==> src/rtl/bf_code_loader_pkg.sv <==
// Shared constants and state encoding for the BF program loader.
// Command byte values and the loader FSM states live here.
package bf_code_loader_pkg;

  localparam logic [7:0] CMD_INC   = 8'h2B;
  localparam logic [7:0] CMD_DEC   = 8'h2D;
  localparam logic [7:0] CMD_LEFT  = 8'h3C;
  localparam logic [7:0] CMD_RIGHT = 8'h3E;
  localparam logic [7:0] CMD_OPEN  = 8'h5B;
  localparam logic [7:0] CMD_CLOSE = 8'h5D;
  localparam logic [7:0] CMD_TERM  = 8'h00;

  typedef enum logic [2:0] {
    ST_IDLE,
    ST_LOAD,
    ST_TERM,
    ST_RUN,
    ST_ERR
  } state_t;

endpackage

==> src/rtl/bf_code_loader_if.sv <==
// Byte stream in / code-RAM write out bundle for the loader.
// master is the upstream side, slave is the loader itself.
interface bf_code_loader_if #(
  parameter int addrSize = 9
);
  logic                in_valid;
  logic [7:0]          in_data;
  logic                in_last;
  logic                in_ready;
  logic                wr_en;
  logic [addrSize-1:0] wr_addr;
  logic [7:0]          wr_data;

  modport master (
    output in_valid, in_data, in_last,
    input  in_ready, wr_en, wr_addr, wr_data
  );

  modport slave (
    input  in_valid, in_data, in_last,
    output in_ready, wr_en, wr_addr, wr_data
  );
endinterface

==> src/rtl/bf_cmd_decode.sv <==
// Classifies a byte as a BF command and flags the bracket bytes.
// Purely combinational.
module bf_cmd_decode
  import bf_code_loader_pkg::*;
(
  input  logic [7:0] data,
  output logic       is_cmd,
  output logic       is_open,
  output logic       is_close
);

  // decode the six command bytes
  always_comb begin
    is_cmd   = 1'b0;
    is_open  = 1'b0;
    is_close = 1'b0;
    unique case (data)
      CMD_INC, CMD_DEC, CMD_LEFT, CMD_RIGHT: is_cmd = 1'b1;
      CMD_OPEN: begin
        is_cmd  = 1'b1;
        is_open = 1'b1;
      end
      CMD_CLOSE: begin
        is_cmd   = 1'b1;
        is_close = 1'b1;
      end
      default: ;
    endcase
  end

endmodule

==> src/rtl/bf_code_loader.sv <==
// Streams a BF program into code RAM, checks brackets and size,
// writes a 0x00 terminator, then releases the core from reset.
module bf_code_loader
  import bf_code_loader_pkg::*;
#(
  parameter int addrSize = 9,
  parameter bit FILTER   = 1'b1
) (
  input  logic                clk,
  input  logic                reset,
  input  logic                load_start,
  bf_code_loader_if.slave     bus,
  output logic                core_reset_n,
  output logic                done,
  output logic                error,
  output logic [addrSize-1:0] prog_len
);

  localparam logic [addrSize-1:0] PTR_MAX = '1;

  state_t state, state_n;

  logic [addrSize-1:0] ptr, ptr_n;
  logic [addrSize-1:0] depth, depth_n;
  logic [addrSize-1:0] wr_addr_q, wr_addr_n;
  logic [addrSize-1:0] prog_len_n;
  logic [7:0]          wr_data_q, wr_data_n;
  logic                wr_en_q, wr_en_n;
  logic                run_q;

  logic is_cmd, is_open, is_close;
  logic hs, term_byte, store, last;

  bf_cmd_decode u_dec (
    .data     (bus.in_data),
    .is_cmd   (is_cmd),
    .is_open  (is_open),
    .is_close (is_close)
  );

  // a restart pulse wins over any byte offered in the same cycle
  assign bus.in_ready = (state == ST_LOAD) & ~load_start;
  assign hs           = bus.in_valid & bus.in_ready;
  assign term_byte    = (bus.in_data == CMD_TERM);
  assign store        = ~term_byte & (is_cmd | ~FILTER);
  assign last         = bus.in_last | term_byte;

  assign bus.wr_en    = wr_en_q;
  assign bus.wr_addr  = wr_addr_q;
  assign bus.wr_data  = wr_data_q;
  assign core_reset_n = run_q;
  assign done         = run_q;
  assign error        = (state == ST_ERR);

  // state register
  always_ff @(posedge clk) begin
    if (!reset) state <= ST_IDLE;
    else        state <= state_n;
  end

  // pointer, depth, delayed write port and core release
  always_ff @(posedge clk) begin
    if (!reset) begin
      ptr       <= '0;
      depth     <= '0;
      wr_en_q   <= 1'b0;
      wr_addr_q <= '0;
      wr_data_q <= '0;
      prog_len  <= '0;
      run_q     <= 1'b0;
    end else begin
      ptr       <= ptr_n;
      depth     <= depth_n;
      wr_en_q   <= wr_en_n;
      wr_addr_q <= wr_addr_n;
      wr_data_q <= wr_data_n;
      prog_len  <= prog_len_n;
      run_q     <= (state == ST_RUN) & ~load_start;
    end
  end

  // next-state and datapath updates
  always_comb begin
    state_n    = state;
    ptr_n      = ptr;
    depth_n    = depth;
    wr_en_n    = 1'b0;
    wr_addr_n  = wr_addr_q;
    wr_data_n  = wr_data_q;
    prog_len_n = prog_len;
    if (load_start) begin
      state_n = ST_LOAD;
      ptr_n   = '0;
      depth_n = '0;
    end else begin
      unique case (state)
        ST_LOAD: begin
          if (hs) begin
            if (store && ptr == PTR_MAX) begin
              state_n = ST_ERR;
            end else if (store && is_close && depth == '0) begin
              state_n = ST_ERR;
            end else begin
              if (store) begin
                wr_en_n   = 1'b1;
                wr_addr_n = ptr;
                wr_data_n = bus.in_data;
                ptr_n     = ptr + 1'b1;
                if (is_open)       depth_n = depth + 1'b1;
                else if (is_close) depth_n = depth - 1'b1;
              end
              if (last) begin
                state_n = (depth_n != '0) ? ST_ERR : ST_TERM;
              end
            end
          end
        end
        ST_TERM: begin
          wr_en_n    = 1'b1;
          wr_addr_n  = ptr;
          wr_data_n  = CMD_TERM;
          prog_len_n = ptr;
          state_n    = ST_RUN;
        end
        default: ;
      endcase
    end
  end

endmodule

==> src/flat_wrapper.sv <==
// flat-port wrapper written by rule: the top's interface ports become plain ports
module bf_code_loader_flat import bf_code_loader_pkg::*;
#(
  parameter int addrSize = 9,
  parameter bit FILTER   = 1'b1
)
  (clk, reset, load_start, core_reset_n, done, error, prog_len, bus_in_valid, bus_in_data, bus_in_last, bus_in_ready, bus_wr_en, bus_wr_addr, bus_wr_data);
  bf_code_loader_if #(.addrSize(addrSize)) bus_i ();
  input  logic clk;
  input  logic reset;
  input  logic load_start;
  output logic core_reset_n;
  output logic done;
  output logic error;
  output logic [addrSize-1:0] prog_len;
  input wire logic [$bits(bus_i.in_valid)-1:0] bus_in_valid;
  input wire logic [$bits(bus_i.in_data)-1:0] bus_in_data;
  input wire logic [$bits(bus_i.in_last)-1:0] bus_in_last;
  output wire logic [$bits(bus_i.in_ready)-1:0] bus_in_ready;
  output wire logic [$bits(bus_i.wr_en)-1:0] bus_wr_en;
  output wire logic [$bits(bus_i.wr_addr)-1:0] bus_wr_addr;
  output wire logic [$bits(bus_i.wr_data)-1:0] bus_wr_data;
  assign bus_i.in_valid = bus_in_valid;
  assign bus_i.in_data = bus_in_data;
  assign bus_i.in_last = bus_in_last;
  assign bus_in_ready = bus_i.in_ready;
  assign bus_wr_en = bus_i.wr_en;
  assign bus_wr_addr = bus_i.wr_addr;
  assign bus_wr_data = bus_i.wr_data;
  bf_code_loader #(.addrSize(addrSize), .FILTER(FILTER)) u_core (.clk(clk), .reset(reset), .load_start(load_start), .bus(bus_i), .core_reset_n(core_reset_n), .done(done), .error(error), .prog_len(prog_len));
endmodule
==> config.mk <==
export PLATFORM = sky130hd
export DESIGN_NAME = bf_code_loader_flat
export DESIGN_NICKNAME = d
export VERILOG_FILES = /design/src/rtl/bf_code_loader_pkg.sv /design/src/rtl/bf_code_loader_if.sv /design/src/rtl/bf_cmd_decode.sv /design/src/rtl/bf_code_loader.sv /design/src/flat_wrapper.sv
export SDC_FILE = /design/constraint.sdc
export NUM_CORES = 1
export LEC_CHECK = 0
export BUFFER_PORTS_ARGS = -buffer_cell sky130_fd_sc_hd__buf_4
export CAP_MARGIN = 10
export CORE_MARGIN = 4
export CORE_UTILIZATION = 51
export DETAILED_ROUTE_END_ITERATION = 8
export GPL_ROUTABILITY_DRIVEN = 0
export PLACE_DENSITY_LB_ADDON = 0.05
export SYNTH_ARGS = -nofsm -noshare
export SYNTH_HDL_FRONTEND = slang
export SYNTH_SLANG_ARGS = --single-unit
==> constraint.sdc <==
create_clock -name clk -period 1.85 [get_ports clk]
set_input_delay 0.185 -clock clk [delete_from_list [all_inputs] [get_ports clk]]
set_output_delay 0.185 -clock clk [all_outputs]
set_load 0.01 [all_outputs]
==> Yosys cells after proc, flatten, opt, wreduce, memory -nomap -nowiden <==
Cells that the tools add are included.
{ "word_totals": {"regBits": 49, "inputBits": 13, "output_inout_bits": 31} }
{ "classes": {"n_addsub": 3, "eq_ne": 18, "muxes": 33, "bitwise_logic": 10, "n_reduce_logical": 16} }
{ "op_table": {"columns": ["cell", "count"], "rows": [
  ["9-bit 2-to-1 mux", 12],
  ["8-bit by 6-bit equality test with 1-bit output, second input constant", 4],
  ["8-bit 2-to-1 mux", 4],
  ["9-bit by 1-bit adder with 9-bit output, second input constant", 2],
  ["9-bit case mux with 2 select lines", 1],
  ["8-bit by 7-bit equality test with 1-bit output, second input constant", 2],
  ["8-bit case mux with 2 select lines", 1],
  ["3-bit 2-to-1 mux", 5],
  ["9-bit equality test, second input constant", 1],
  ["9-bit zero test", 1],
  ["9-bit nonzero test", 1],
  ["9-bit by 1-bit subtractor with 9-bit output, second input constant", 1],
  ["8-bit zero test", 1],
  ["1-bit 2-to-1 mux", 8],
  ["3-bit by 2-bit equality test with 1-bit output, second input constant", 2],
  ["3-bit case mux with 2 select lines", 1],
  ["3-bit AND reduction", 2],
  ["6-bit AND reduction", 1],
  ["6-bit OR reduction", 1],
  ["5-bit by 4-bit != test with 1-bit output, second input constant", 1],
  ["1-bit NOT", 5],
  ["5-bit AND reduction", 1],
  ["1-bit bitwise AND", 4],
  ["2-bit by 1-bit != test with 1-bit output, second input constant", 2],
  ["other kinds (13)", 16]
]} }

==> Longest topological paths before layout <==
Gate-level depths: netlist of the first run.
{ "logic_depth": {"depth_word": 19, "ltp_mapped": 10} }

==> Hierarchy <==
Synthesis of the first run repeated with hierarchy kept, for this count alone.
{ "hier_totals": {"hier_cells": 309, "area_unflattened_um2": 2531.2} }
{ "by_module_without_submodules": {"columns": ["mod", "n_inst", "cells_per_inst", "area_each_um2"], "rows": [
  ["bf_code_loader", 1, 300, 2449.8],
  ["bf_cmd_decode", 1, 9, 81.3]
]} }

==> Worst setup path before layout of the first run <==
Ideal clock, no wire load.
{ "synth_path": {"path_kind": "register to register", "startpoint": "reg u_core.depth[0]", "endpoint": "reg u_core.state[2]", "t_arrival_ns": 1.839, "required_time_ns": 1.730, "slack_ns": -0.108, "stages_incl_launch_ff": 7, "path_buffers": 1, "synth_period_minus_slack_ns": 1.958, "cell_sequence": "dfxtp_1 > buf_6 > or4_4 > or3_1 > a21oi_1 > a31oi_1 > o31a_1"} }
{ "synth_between": {"elab_chain_cells": 16, "elab_cells_between_ends": 21, "classes_between": "2 x add/sub; 1 x eq/ne; 14 x mux; 4 x reduce/logical"} }
{ "synth_rtl": {"columns": ["element", "line", "rtl"], "rows": [
  ["start, declared", "bf_code_loader.sv:24", "logic [addrSize-1:0] depth, depth_n;"],
  ["start signal, assigned", "bf_code_loader.sv:73", "depth <= depth_n;"],
  ["9-bit by 1-bit subtractor with 9-bit output", "bf_code_loader.sv:110", "else if (is_close) depth_n = depth - 1'b1;"],
  ["9-bit 2-to-1 mux", "bf_code_loader.sv:110", null],
  ["9-bit 2-to-1 mux", "bf_code_loader.sv:109", "if (is_open) depth_n = depth + 1'b1;"],
  ["9-bit 2-to-1 mux", "bf_code_loader.sv:104", "if (store) begin"],
  ["9-bit 2-to-1 mux", "bf_code_loader.sv:101", "end else if (store && is_close && depth == '0) begin"],
  ["9-bit 2-to-1 mux", "bf_code_loader.sv:99", "if (store && ptr == PTR_MAX) begin"],
  ["9-bit 2-to-1 mux", "bf_code_loader.sv:98", "if (hs) begin"],
  ["9-bit 2-to-1 mux", "bf_code_loader.sv:96", "unique case (state)"],
  ["9-bit 2-to-1 mux", "bf_code_loader.sv:91", "if (load_start) begin"],
  ["9-bit nonzero test", "bf_code_loader.sv:113", "state_n = (depth_n != '0) ? ST_ERR : ST_TERM;"],
  ["3-bit 2-to-1 mux", "bf_code_loader.sv:113", null],
  ["3-bit 2-to-1 mux", "bf_code_loader.sv:112", "if (last) begin"],
  ["3-bit 2-to-1 mux", "bf_code_loader.sv:101", null],
  ["3-bit 2-to-1 mux", "bf_code_loader.sv:99", null],
  ["3-bit 2-to-1 mux", "bf_code_loader.sv:98", null],
  ["3-bit case mux with 2 select lines", "bf_code_loader.sv:96", null],
  ["end signal, assigned", "bf_code_loader.sv:58", "else state <= state_n;"],
  ["end, declared", "bf_code_loader.sv:21", "state_t state, state_n;"]
]} }
Several ways; a longest one is shown, not always the timed one. The select of a mux whose other input is x is not followed.
A chain may end at the register's enable or synchronous reset.

==> Worst setup path after layout of the first run <==
{ "layout_path": {"startpoint": "reg u_core.depth[2]", "endpoint": "reg u_core.wr_addr_q[7], in the netlist u_core.bus.wr_addr[7]"} }
{ "layout_between": {"elab_chain_cells": 4} }
{ "layout_rtl": {"columns": ["element", "line", "rtl"], "rows": [
  ["9-bit zero test", "bf_code_loader.sv:101", null],
  ["1-bit logical AND", "bf_code_loader.sv:101", null],
  ["2-bit != test (no line)", null, null],
  ["6-bit AND reduction (no line)", null, null],
  ["end signal, assigned", "bf_code_loader.sv:75", "wr_addr_q <= wr_addr_n;"],
  ["end, declared", "bf_code_loader.sv:25", "logic [addrSize-1:0] wr_addr_q, wr_addr_n;"]
]} }
Every way passes these cells.

==> results of run 1 <==
## stage by stage
| stage | util, % | cell area [sq um] |
|---|---|---|
| 4_1_cts | 75.48 | 3929 |
| 3_5_place_dp | 67.04 | 3490 |
| 3_3_place_gp | 67.04 | 3490 |
| 2_1_floorplan | - | 2804 |
| 5_1_grt | 78.58 | 4090 |
| 6_report | 78.58 | 4090 |
## routing by layer
metal	vias to the layer above	track usage (%)	share of wire (%)
li1	1365	-	-
met1	1351	35.25	45
met2	111	37.16	46
met3	14	5.373	7.4
met4	0	7.143	1.5
met5	-	0	0
## layout make-up
type                            instances  area, sq um
Clock buffer                            6        72.57
Clock inverter                          2        13.76
Fill cell                             348         1115
Inverter                                7        26.28
Multi-Input combinational cell        244         1947
Sequential cell                        49        993.5
Tap cell                               70        87.58
Timing Repair Buffer                  112        949.7
## worst register-to-register path, cell delays in order, from the launching register on
cell      delay [ns]
dfxtp_2         0.33
or4b_4          0.57
nor3_4          0.20
buf_4           0.16
a21o_4          0.13
nor3_4          0.06
buf_12          0.16
o21ai_0         0.21
a21boi_1        0.12
## worst max-delay path by stage
stage               depth (start not counted)                     to       startpoint  slack (ns)
global placement                            7        u_core.state[1]  u_core.depth[2]       -0.16
floorplan                                   7        u_core.state[2]  u_core.depth[2]       -0.07
global route                                8  u_core.bus.wr_addr[7]  u_core.depth[2]       -0.26
detailed placement                          7        u_core.state[1]  u_core.depth[2]       -0.18
finish                                      8  u_core.bus.wr_addr[7]  u_core.depth[2]       -0.21
CTS                                         7        u_core.state[1]  u_core.depth[2]       -0.16
## cells by family after synthesis
kind of cell / count (synthesis) / synth area share (%)
buffers and inverters: 31 / 6.589
multiplexers: 1 / 0.3586
AND/OR/NAND/NOR: 139 / 28.82
flip-flops: 49 / 35.14
XOR/XNOR: 14 / 4.662
AO/OA/AOI/OAI: 84 / 22.19
adder cells (fa/ha/maj): 5 / 2.241
## cells in the mapped netlist (6+ instances only)
cell type	number
xnor2_1	8
buf_6	6
inv_1	6
nand3_1	25
or3_1	6
a21boi_0	10
clkbuf_1	10
nand2_1	42
a21oi_1	13
dfxtp_1	49
o21ai_0	15
a21boi_1	15
a211oi_1	6
nor2_1	17
## state kept, by name (all words and copies together), names as in the netlist
name,flops
u_core.bus.wr_en,1
u_core.state,3
u_core.core_reset_n,1
u_core.depth,9
u_core.bus.wr_data,8
u_core.ptr,9
u_core.bus.wr_addr,9
u_core.prog_len,9
## report_power, final
group | internal (W) | switching [W] | leakage (nW)
Sequential | 0.00105 | 0.00000181 | 0.398
Clock | 0.000270 | 0.000375 | 0.0456
Combinational | 0.0000820 | 0.0000963 | 1.06
## what timing repair did
action,4_1_cts,5_1_grt
setup endpoints to repair,32,42
gates cloned,3,0
pin swaps,24,24
gates resized for setup,50,43
setup buffers,10,4
==> results.py, run 1 <==
metrics = {
    "final_layout": {
        "layout.nets": 437,
        "drive_gt1_share_pct": 46.90,
        "n_antenna_cell": 0,
        "final_common_cell": "buf_4",
        "stdcell_count": 490,
        "area_delta_synth_final_pct": 46.53,
        "final_cell_mix": "buf_4 (98), dfxtp_1 (43), nand2_1 (40)",
    },
    "worst_setup_path": {
        "path_buf_inv": 2,
        "rrSetupSlack_ns": -0.21,
        "crit_path_start_kind": "flip-flop",
        "cp_top_family": "simple AND/OR/NAND/NOR gates",
        "crit_top_cell": "nor3_4",
        "end_kind": "flip-flop",
        "reg2reg_depth": 8,
        "worst-path-max-fanout": 7,
        "r2r-start": "u_core.depth[2]",
        "crit_slowest_cell": "or4b_4",
        "crit_chain": "or4b_4, nor3_4, buf_4, a21o_4, nor3_4, buf_12, o21ai_0, a21boi_1",
        "crit_path_max_incr_delay_ns": 0.57,
        "criticalPathCategory": "flip-flop to flip-flop",
        "required_ns": 2.04,
        "cp.arrival_ns": 2.25,
        "r2r-end": "u_core.bus.wr_addr[7]",
    },
    "sta": {
        "timing.final.ws_setup_ns": -0.2087,
        "slew_violations": 0,
        "setup_viol": 35,
        "period_minus_slack_ns": 2.059,
        "slew_headroom_pct": 66.48,
        "finClkSkew_ns": 0.006763,
        "grt_setup_unrepaired": "yes",
        "fin_crit_sh_pct": 111.3,
        "worstMarginPinSlew_ns": 0.4982,
        "hold_viol_final": 0,
        "fmax_mhz": 485.8,
        "whs_ns": 0.1591,
        "fin_setup_tns_ns": -2.823,
    },
    "global_route": {
        "grt_pass1_wl_um": 12950,
        "grt_max_degree": 30,
        "grt_pass1_vias": 2650,
        "track_usage_pct": 24.67,
        "antenna_found_initial": 0,
        "overflow": 0,
    },
    "place": {
        "hpwl_um": 5371,
        "numPlacedInstances": 468,
        "pre_cts_ws_ns": -0.1838,
        "numPortBuffers": 43,
    },
    "routing": {
        "wire_per_inst_um": 17.43,
        "antenna_left": 0,
        "first_pass_iters": 5,
        "via_per_inst": 5.798,
        "drt-initial-drc-count": 209,
        "drc": 0,
        "drt-total-wl_um": 8541,
        "vias": 2841,
    },
    "yosys": {
        "yosysUniqueCellTypes": 66,
        "syn-cell-area_sq_um": 2791,
        "post_synth.cell_area_avg_sq_um": 8.642,
        "ys.flop_type": "dfxtp_1",
        "ys_ff_latch": 49,
        "synth-async-reset-ratio_pct": 0,
        "synth_warnings": 0,
        "synth_top_area_share_pct": 35.14,
        "synthTopCellsByArea": "dfxtp_1 (35%), nand2_1 (5.6%), nand3_1 (4.5%)",
        "ys_seq_area_share_pct": 35.14,
        "synthCells": 323,
        "synth_fp_nets": 341,
        "synth_edf_count": 0,
        "yosysTopAreaCell": "dfxtp_1",
    },
    "clock_network": {
        "clockBufferDepth": 2,
        "clockRootBuffer": "clkbuf_8",
        "cts-hold-fix-buffers": 0,
        "h-tree-depth": 2,
        "clkSinkCount": 49,
        "cts_tree": "yes",
        "cts_made_buffers": 5,
        "worstSkewPairLatency_ns": 0.30,
        "clk_pin_slew_ns": 0.09,
    },
    "floorplanning": {
        "die_h_um": 81.98,
        "core.rowCount": 26,
        "core_area_sq_um": 5205,
        "die_w_um": 81.98,
        "die_area_sq_um": 6721,
        "ios": 44,
        "start_util_pct": 53.63,
    },
    "power_and_ir_drop": {
        "vdd_drop_max_mv": 0.3437,
        "p_total_w": 0.001879,
        "power_leakage_nw": 1.504,
        "p_per_area_nw_per_um2": 459.3,
    },
    "min_path": {
        "whs_endpoint": "u_core.state[0]",
        "whs_path_depth": 2,
        "min-delay-path-class": "input pin to flip-flop",
        "hp-start": "load_start",
    },
    "outcome": {
        "violations": "negative setup slack",
        "status": "finished with violations",
    },
    "job": {
        "maxCapViolCount": 0,
    },
}
(Power assumes the default switching activity.)
==> run 2, diff against run 1 <==
--- a/config.mk
+++ b/config.mk
@@ -5,10 +5,12 @@
 export SDC_FILE = /design/constraint.sdc
 export NUM_CORES = 1
 export LEC_CHECK = 0
+export ABC_AREA = 1
 export BUFFER_PORTS_ARGS = -buffer_cell sky130_fd_sc_hd__buf_4
 export CAP_MARGIN = 10
 export CORE_MARGIN = 4
 export CORE_UTILIZATION = 51
+export CTS_CLUSTER_DIAMETER = 150
 export DETAILED_ROUTE_END_ITERATION = 8
 export GPL_ROUTABILITY_DRIVEN = 0
 export PLACE_DENSITY_LB_ADDON = 0.05
==> run 2 against run 1 <==
The run still ends with negative setup slack left. Sequential power about the same. Register-to-register slack improved by 0.14 ns. Hold slack improved by 0.029 ns. Clock skew increased by 0.0074 ns. Worst setup slack improved by 0.14 ns. Die area decreased by 4.1%. Global-route usage decreased by 3.1 points. Critical path depth increased by 5. Largest cell class unchanged.
==> results.py, run 2 <==
metrics = {
    "outcome": {
        "status": "finished with violations",
        "violations": "negative setup slack",
    },
    "final_layout": {
        "drive_gt1_share_pct": 37.86,
        "final_cell_mix": "nand2_1 (77), buf_4 (72), dfxtp_1 (42)",
        "seq_area_sq_um": 992.2,
        "final_common_cell": "nand2_1",
        "area_delta_synth_final_pct": 33.00,
        "multiInputGateArea_sq_um": 1569,
        "n_antenna_cell": 0,
        "fillers": 448,
        "layout.nets": 467,
    },
    "clock_network": {
        "h-tree-depth": 2,
        "worstSkewPairLatency_ns": 0.30,
        "cts_tree": "yes",
        "cts_made_buffers": 5,
        "clk_pin_slew_ns": 0.09,
        "clockBufferDepth": 2,
        "cts-hold-fix-buffers": 0,
        "clockRootBuffer": "clkbuf_8",
        "clkSinkCount": 49,
    },
    "min_path": {
        "min-delay-path-class": "input pin to flip-flop",
    },
    "routing": {
        "antenna_left": 0,
        "drc": 0,
        "first_pass_iters": 4,
        "drt-initial-drc-count": 146,
        "via_per_inst": 5.410,
        "drt-total-wl_um": 7100,
        "wire_per_inst_um": 13.68,
        "vias": 2808,
    },
    "yosys": {
        "synth_top_area_share_pct": 36.81,
        "synth.most_common_cell": "nand2_1",
        "ys_seq_area_share_pct": 36.81,
        "ys_ff_latch": 49,
        "synthCells": 376,
        "yosysTopAreaCell": "dfxtp_1",
        "synth-async-reset-ratio_pct": 0,
        "ys_top_cells_by_count": "nand2_1 (83), dfxtp_1 (49), nor2_1 (43)",
        "synth_fp_nets": 394,
        "post_synth.cell_area_avg_sq_um": 7.088,
        "synth_warnings": 0,
        "ys.flop_type": "dfxtp_1",
        "yosysUniqueCellTypes": 37,
        "synth_edf_count": 0,
        "syn-cell-area_sq_um": 2665,
        "synthTopCellsByArea": "dfxtp_1 (37%), nand2_1 (12%), nor2_1 (6.1%)",
    },
    "worst_setup_path": {
        "criticalPathCategory": "flip-flop to flip-flop",
        "cp.arrival_ns": 2.15,
        "rrSetupSlack_ns": -0.06,
        "r2r-end": "u_core.bus.wr_data[5]",
        "cp_num_cells": 13,
        "worst-path-max-fanout": 7,
        "required_ns": 2.08,
        "end_kind": "flip-flop",
        "crit_start": "u_core.ptr[1]",
        "reg2reg_depth": 13,
        "path_buf_inv": 4,
        "crit_path_start_kind": "flip-flop",
        "crit_slowest_cell": "dfxtp_2",
        "crit_path_max_incr_delay_ns": 0.38,
        "r2r-start": "u_core.ptr[1]",
        "crit_chain": "ha_4, nand2_2, inv_2, nand3_2, nor3_2, ha_2, inv_2, nand4_4, clkinv_4, nor2_8, buf_6, nand2_1, a21oi_2",
        "crit_top_cell": "inv_2",
        "endpoint": "u_core.bus.wr_data[5]",
        "cp_top_family": "simple AND/OR/NAND/NOR gates",
    },
    "power_and_ir_drop": {
        "power_leakage_nw": 1.567,
        "vdd_drop_max_mv": 0.3707,
        "p_total_w": 0.001940,
        "p_per_area_nw_per_um2": 547.2,
    },
    "global_route": {
        "antenna_found_initial": 0,
        "track_usage_pct": 21.52,
        "grt_pass1_wl_um": 11050,
        "grt_pass1_vias": 2448,
        "grt_max_degree": 18,
        "overflow": 0,
    },
    "place": {
        "hpwl_um": 5025,
        "numPortBuffers": 43,
    },
    "sta": {
        "fmax_mhz": 522.2,
        "slew_violations": 0,
        "slew_headroom_pct": 75.36,
        "period_minus_slack_ns": 1.915,
        "fin_crit_sh_pct": 103.5,
        "hold_viol_final": 0,
        "timing.final.ws_setup_ns": -0.06498,
        "fin_setup_tns_ns": -0.4805,
        "grt_setup_unrepaired": "yes",
        "finClkSkew_ns": 0.01418,
        "worstMarginPinSlew_ns": 0.3688,
        "setup_viol": 23,
    },
    "floorplanning": {
        "ios": 44,
        "core_area_sq_um": 5075,
        "die_h_um": 80.29,
        "start_util_pct": 52.51,
        "core.rowCount": 26,
        "die_area_sq_um": 6446,
        "die_w_um": 80.29,
    },
    "job": {
        "maxCapViolCount": 0,
    },
}
==> run 2: cell count changes after synthesis, moves of 6 or more <==
cell | previous run | this run
a211oi_2 | 1 | 7
a21boi_0 | 10 | 0
a21oi_1 | 13 | 30
nand2_1 | 42 | 83
inv_2 | 1 | 11
a21boi_1 | 15 | 0
nor2_1 | 17 | 43
o21ai_0 | 15 | 28
clkbuf_1 | 10 | 3
or3_1 | 6 | 0
inv_1 | 6 | 37
xnor2_1 | 8 | 1
==> run 2: final cells by class <==
cell class	instances	area share, %
multi-input cells	267	44.26
repair buffers	76	17.01
flip-flops and latches	49	27.99
clock inverters	1	0.2118
well taps	70	2.471
inverters	50	5.718
clock buffers	6	2.330
==> run 2: worst register-to-register path, cell delays in order (launching register included) <==
cell,delay (ns)
dfxtp_2,0.38
ha_4,0.15
nand2_2,0.06
inv_2,0.06
nand3_2,0.07
nor3_2,0.18
ha_2,0.20
inv_2,0.05
nand4_4,0.10
clkinv_4,0.10
nor2_8,0.17
buf_6,0.16
nand2_1,0.07
a21oi_2,0.12
==> run 2: how the worst min path moves through the flow <==
stage,to,cells past startpoint,start,slack (ns)
floorplan,u_core.prog_len[2],2,reset,0.32
global placement,u_core.bus.wr_data[7],2,u_core.bus.wr_data[7],0.43
detailed placement,u_core.bus.wr_data[7],2,u_core.bus.wr_data[7],0.45
CTS,u_core.bus.wr_data[3],3,reset,0.18
global route,u_core.bus.wr_data[4],3,bus_in_data[4],0.19
finish,u_core.bus.wr_data[3],3,reset,0.19
==> run 2: power breakdown <==
| group | total (W) | internal, W | leakage, nW | switching [W] |
|---|---|---|---|---|
| clock network | 0.000639 | 0.000296 | 0.0433 | 0.000343 |
| registers | 0.00108 | 0.00107 | 0.399 | 0.0000119 |
| logic | 0.000223 | 0.0000933 | 1.13 | 0.000130 |
==> run 2: stage by stage <==
stage	util, %	hold slack [ns]	worst slack, ns	instance area (sq um)	std cells
floorplan	-	0.3234	0.02144	2665	376
global placement	62.62	0.4308	0.03064	3178	501
detailed placement	62.62	0.4512	-0.01880	3178	501
CTS	64.60	0.1805	0.009419	3278	508
global route	69.85	0.1946	-0.1434	3545	519
finish	69.85	0.1876	-0.06498	3545	519
==> run 2: metal layers <==
layer,vias up,track usage (%),part of all wire (%)
met4,0,7.432,2.5
met3,17,3.587,6.3
met5,-,0,0
met1,1316,28.93,43
li1,1377,-,-
met2,98,34.77,48
==> run 2: timing repair <==
item / 4_1_cts / 5_1_grt
endpoints found under the setup margin: 14 / 37
resized for setup: 5 / 67
setup buffers: 0 / 11
pin swaps: 0 / 14
==> run 2: logic make-up after synthesis <==
kind of cell | Yosys count | synth area share [%]
flip-flops | 49 | 36.81
AO/OA/AOI/OAI | 74 | 16.48
buffers and inverters | 60 | 10.23
AND/OR/NAND/NOR | 183 | 32.49
XOR/XNOR | 5 | 1.643
adder cells (fa/ha/maj) | 5 | 2.347
==> run 3, diff against run 2 <==
--- a/config.mk
+++ b/config.mk
@@ -14,6 +14,7 @@
 export DETAILED_ROUTE_END_ITERATION = 8
 export GPL_ROUTABILITY_DRIVEN = 0
 export PLACE_DENSITY_LB_ADDON = 0.05
+export SETUP_SLACK_MARGIN = 0.05
 export SYNTH_ARGS = -nofsm -noshare
 export SYNTH_HDL_FRONTEND = slang
 export SYNTH_SLANG_ARGS = --single-unit
==> run 3 against run 2 <==
The run now ends clean. Design area rose by 1.0%. Global-route usage up 0.88 points. Hold slack got worse by 0.018 ns. Clock skew is 0.0049 ns lower. Sequential power hardly changed. Via count decreased by 2.0%. Fmax grew 4.6%. Final cell count is 0.77% higher. Critical path depth unchanged. Wire length is 1.3% lower. Worst setup slack better by 0.084 ns. Critical endpoint is now u_core.bus.wr_data[4]. Largest cell class unchanged. Highest routed layer unchanged.
==> results.py, run 3 (same netlist as run 2, synthesis figures left out) <==
metrics = {
    "floorplanning": {
        "start_util_pct": 52.51,
        "core_area_sq_um": 5075,
        "die_w_um": 80.29,
        "die_h_um": 80.29,
        "ios": 44,
        "die_area_sq_um": 6446,
        "core.rowCount": 26,
    },
    "power_and_ir_drop": {
        "power_leakage_nw": 1.560,
        "vdd_drop_max_mv": 0.3834,
        "p_per_area_nw_per_um2": 538.2,
        "p_total_w": 0.001927,
    },
    "worst_setup_path": {
        "crit_path_start_kind": "flip-flop",
        "end_kind": "flip-flop",
        "cp_top_family": "simple AND/OR/NAND/NOR gates",
        "worst-path-max-fanout": 7,
        "crit_slowest_cell": "dfxtp_2",
        "rrSetupSlack_ns": 0.02,
        "cp_num_cells": 13,
        "path_buf_inv": 4,
        "crit_top_cell": "inv_2",
        "r2r-start": "u_core.ptr[0]",
        "r2r-end": "u_core.bus.wr_data[4]",
        "required_ns": 2.09,
        "cp.arrival_ns": 2.07,
        "reg2reg_depth": 13,
        "crit_start": "u_core.ptr[0]",
        "endpoint": "u_core.bus.wr_data[4]",
        "crit_path_max_incr_delay_ns": 0.37,
        "crit_chain": "ha_4, nand2_2, inv_2, nand3_2, nor3_2, ha_2, inv_2, nand4_4, inv_4, nor2_8, buf_6, nand2_4, a21oi_2",
        "criticalPathCategory": "flip-flop to flip-flop",
    },
    "min_path": {
        "min-delay-path-class": "input pin to flip-flop",
        "hp-start": "bus_in_data[6]",
    },
    "final_layout": {
        "final_cell_mix": "nand2_1 (77), buf_4 (76), dfxtp_1 (42)",
        "drive_gt1_share_pct": 37.53,
        "stdcell_count": 523,
        "area_delta_synth_final_pct": 34.37,
        "final_common_cell": "nand2_1",
        "n_antenna_cell": 0,
        "layout.nets": 470,
    },
    "clock_network": {
        "cts_made_buffers": 5,
        "clkSinkCount": 49,
        "cts_tree": "yes",
        "clockBufferDepth": 2,
        "clk_pin_slew_ns": 0.09,
        "cts-hold-fix-buffers": 0,
        "clockRootBuffer": "clkbuf_8",
        "worstSkewPairLatency_ns": 0.30,
        "h-tree-depth": 2,
    },
    "routing": {
        "drc": 0,
        "wire_per_inst_um": 13.40,
        "vias": 2752,
        "drt-initial-drc-count": 180,
        "first_pass_iters": 4,
        "antenna_left": 0,
        "drt-total-wl_um": 7010,
        "via_per_inst": 5.262,
    },
    "sta": {
        "fin_crit_sh_pct": 98.97,
        "worstMarginPinSlew_ns": 0.4477,
        "finClkSkew_ns": 0.009318,
        "slew_violations": 0,
        "fin_setup_tns_ns": 0,
        "whs_ns": 0.1698,
        "timing.final.ws_setup_ns": 0.01907,
        "hold_viol_final": 0,
        "setup_viol": 0,
        "grt_setup_unrepaired": "yes",
        "slew_headroom_pct": 70.08,
        "period_minus_slack_ns": 1.831,
        "fmax_mhz": 546.2,
    },
    "global_route": {
        "antenna_found_initial": 0,
        "grt_pass1_vias": 2415,
        "track_usage_pct": 22.40,
        "overflow": 0,
        "grt_max_degree": 16,
        "grt_pass1_wl_um": 11240,
    },
    "place": {
        "pre_cts_ws_ns": -0.03327,
        "numPortBuffers": 43,
        "hpwl_um": 5125,
        "numPlacedInstances": 503,
    },
    "job": {
        "maxCapViolCount": 0,
    },
    "outcome": {
        "status": "complete, no violations",
    },
}
-- run 3: cell count changes in the layout (fill, tap and decap cells not counted), moves of 4 or more --
cell | previous run | this run
a21oi_1 | 24 | 19
a21oi_2 | 6 | 11
buf_4 | 72 | 76
nor2_2 | 10 | 6
o21ai_1 | 3 | 7
o21ai_2 | 10 | 6
-- run 3: worst min path at each step --
stage,end,slack (ns),cells after the start
5_1_grt,u_core.bus.wr_data[6],0.17,3
3_5_place_dp,u_core.bus.wr_data[7],0.44,2
2_1_floorplan,u_core.prog_len[2],0.32,2
3_3_place_gp,u_core.bus.wr_data[7],0.44,2
4_1_cts,u_core.bus.wr_data[6],0.17,3
6_report,u_core.bus.wr_data[6],0.17,3
-- run 3: layer usage --
metal | track usage, % | up-vias | wire, um
met5 | 0 | - | 0
met4 | 7.601 | 0 | 76
met3 | 3.924 | 6 | 432
met2 | 32.62 | 84 | 3176
met1 | 33.06 | 1277 | 3325
li1 | - | 1385 | -
-- run 3: what timing repair did --
| action | CTS | global route |
|---|---|---|
| setup endpoints to repair | 22 | 36 |
| hold endpoints to repair | 0 | 0 |
| gates cloned | 1 | 0 |
| resized for setup | 10 | 61 |
| pin swaps | 4 | 13 |
| buffers inserted | 3 | 8 |
-- run 3: worst register-to-register path: stages, from the launching register on --
cell,delay [ns]
dfxtp_2,0.37
ha_4,0.14
nand2_2,0.04
inv_2,0.06
nand3_2,0.07
nor3_2,0.16
ha_2,0.19
inv_2,0.04
nand4_4,0.08
inv_4,0.07
nor2_8,0.23
buf_6,0.16
nand2_4,0.04
a21oi_2,0.12
-- run 3: where the power goes --
group          switching, W  internal, W  total [W]
Combinational      0.000134    0.0000938   0.000228
Clock              0.000358     0.000267   0.000624
Sequential        0.0000107      0.00106    0.00107
-- run 3: metrics by stage --
stage          util [%]  area [sq um]
5_1_grt           70.56          3581
6_report          70.56          3581
3_5_place_dp      63.02          3198
4_1_cts           65.93          3346
3_3_place_gp      63.02          3198
2_1_floorplan         -          2683
-- run 3: area by class of cell --
type	instances	area, sq um
Clock inverter	2	15.01
Timing Repair inverter	1	11.26
Clock buffer	6	72.57
Multi-Input combinational cell	267	1602
Inverter	50	205.2
Fill cell	421	1494
Timing Repair Buffer	78	593.1
Sequential cell	49	994.7
Tap cell	70	87.58
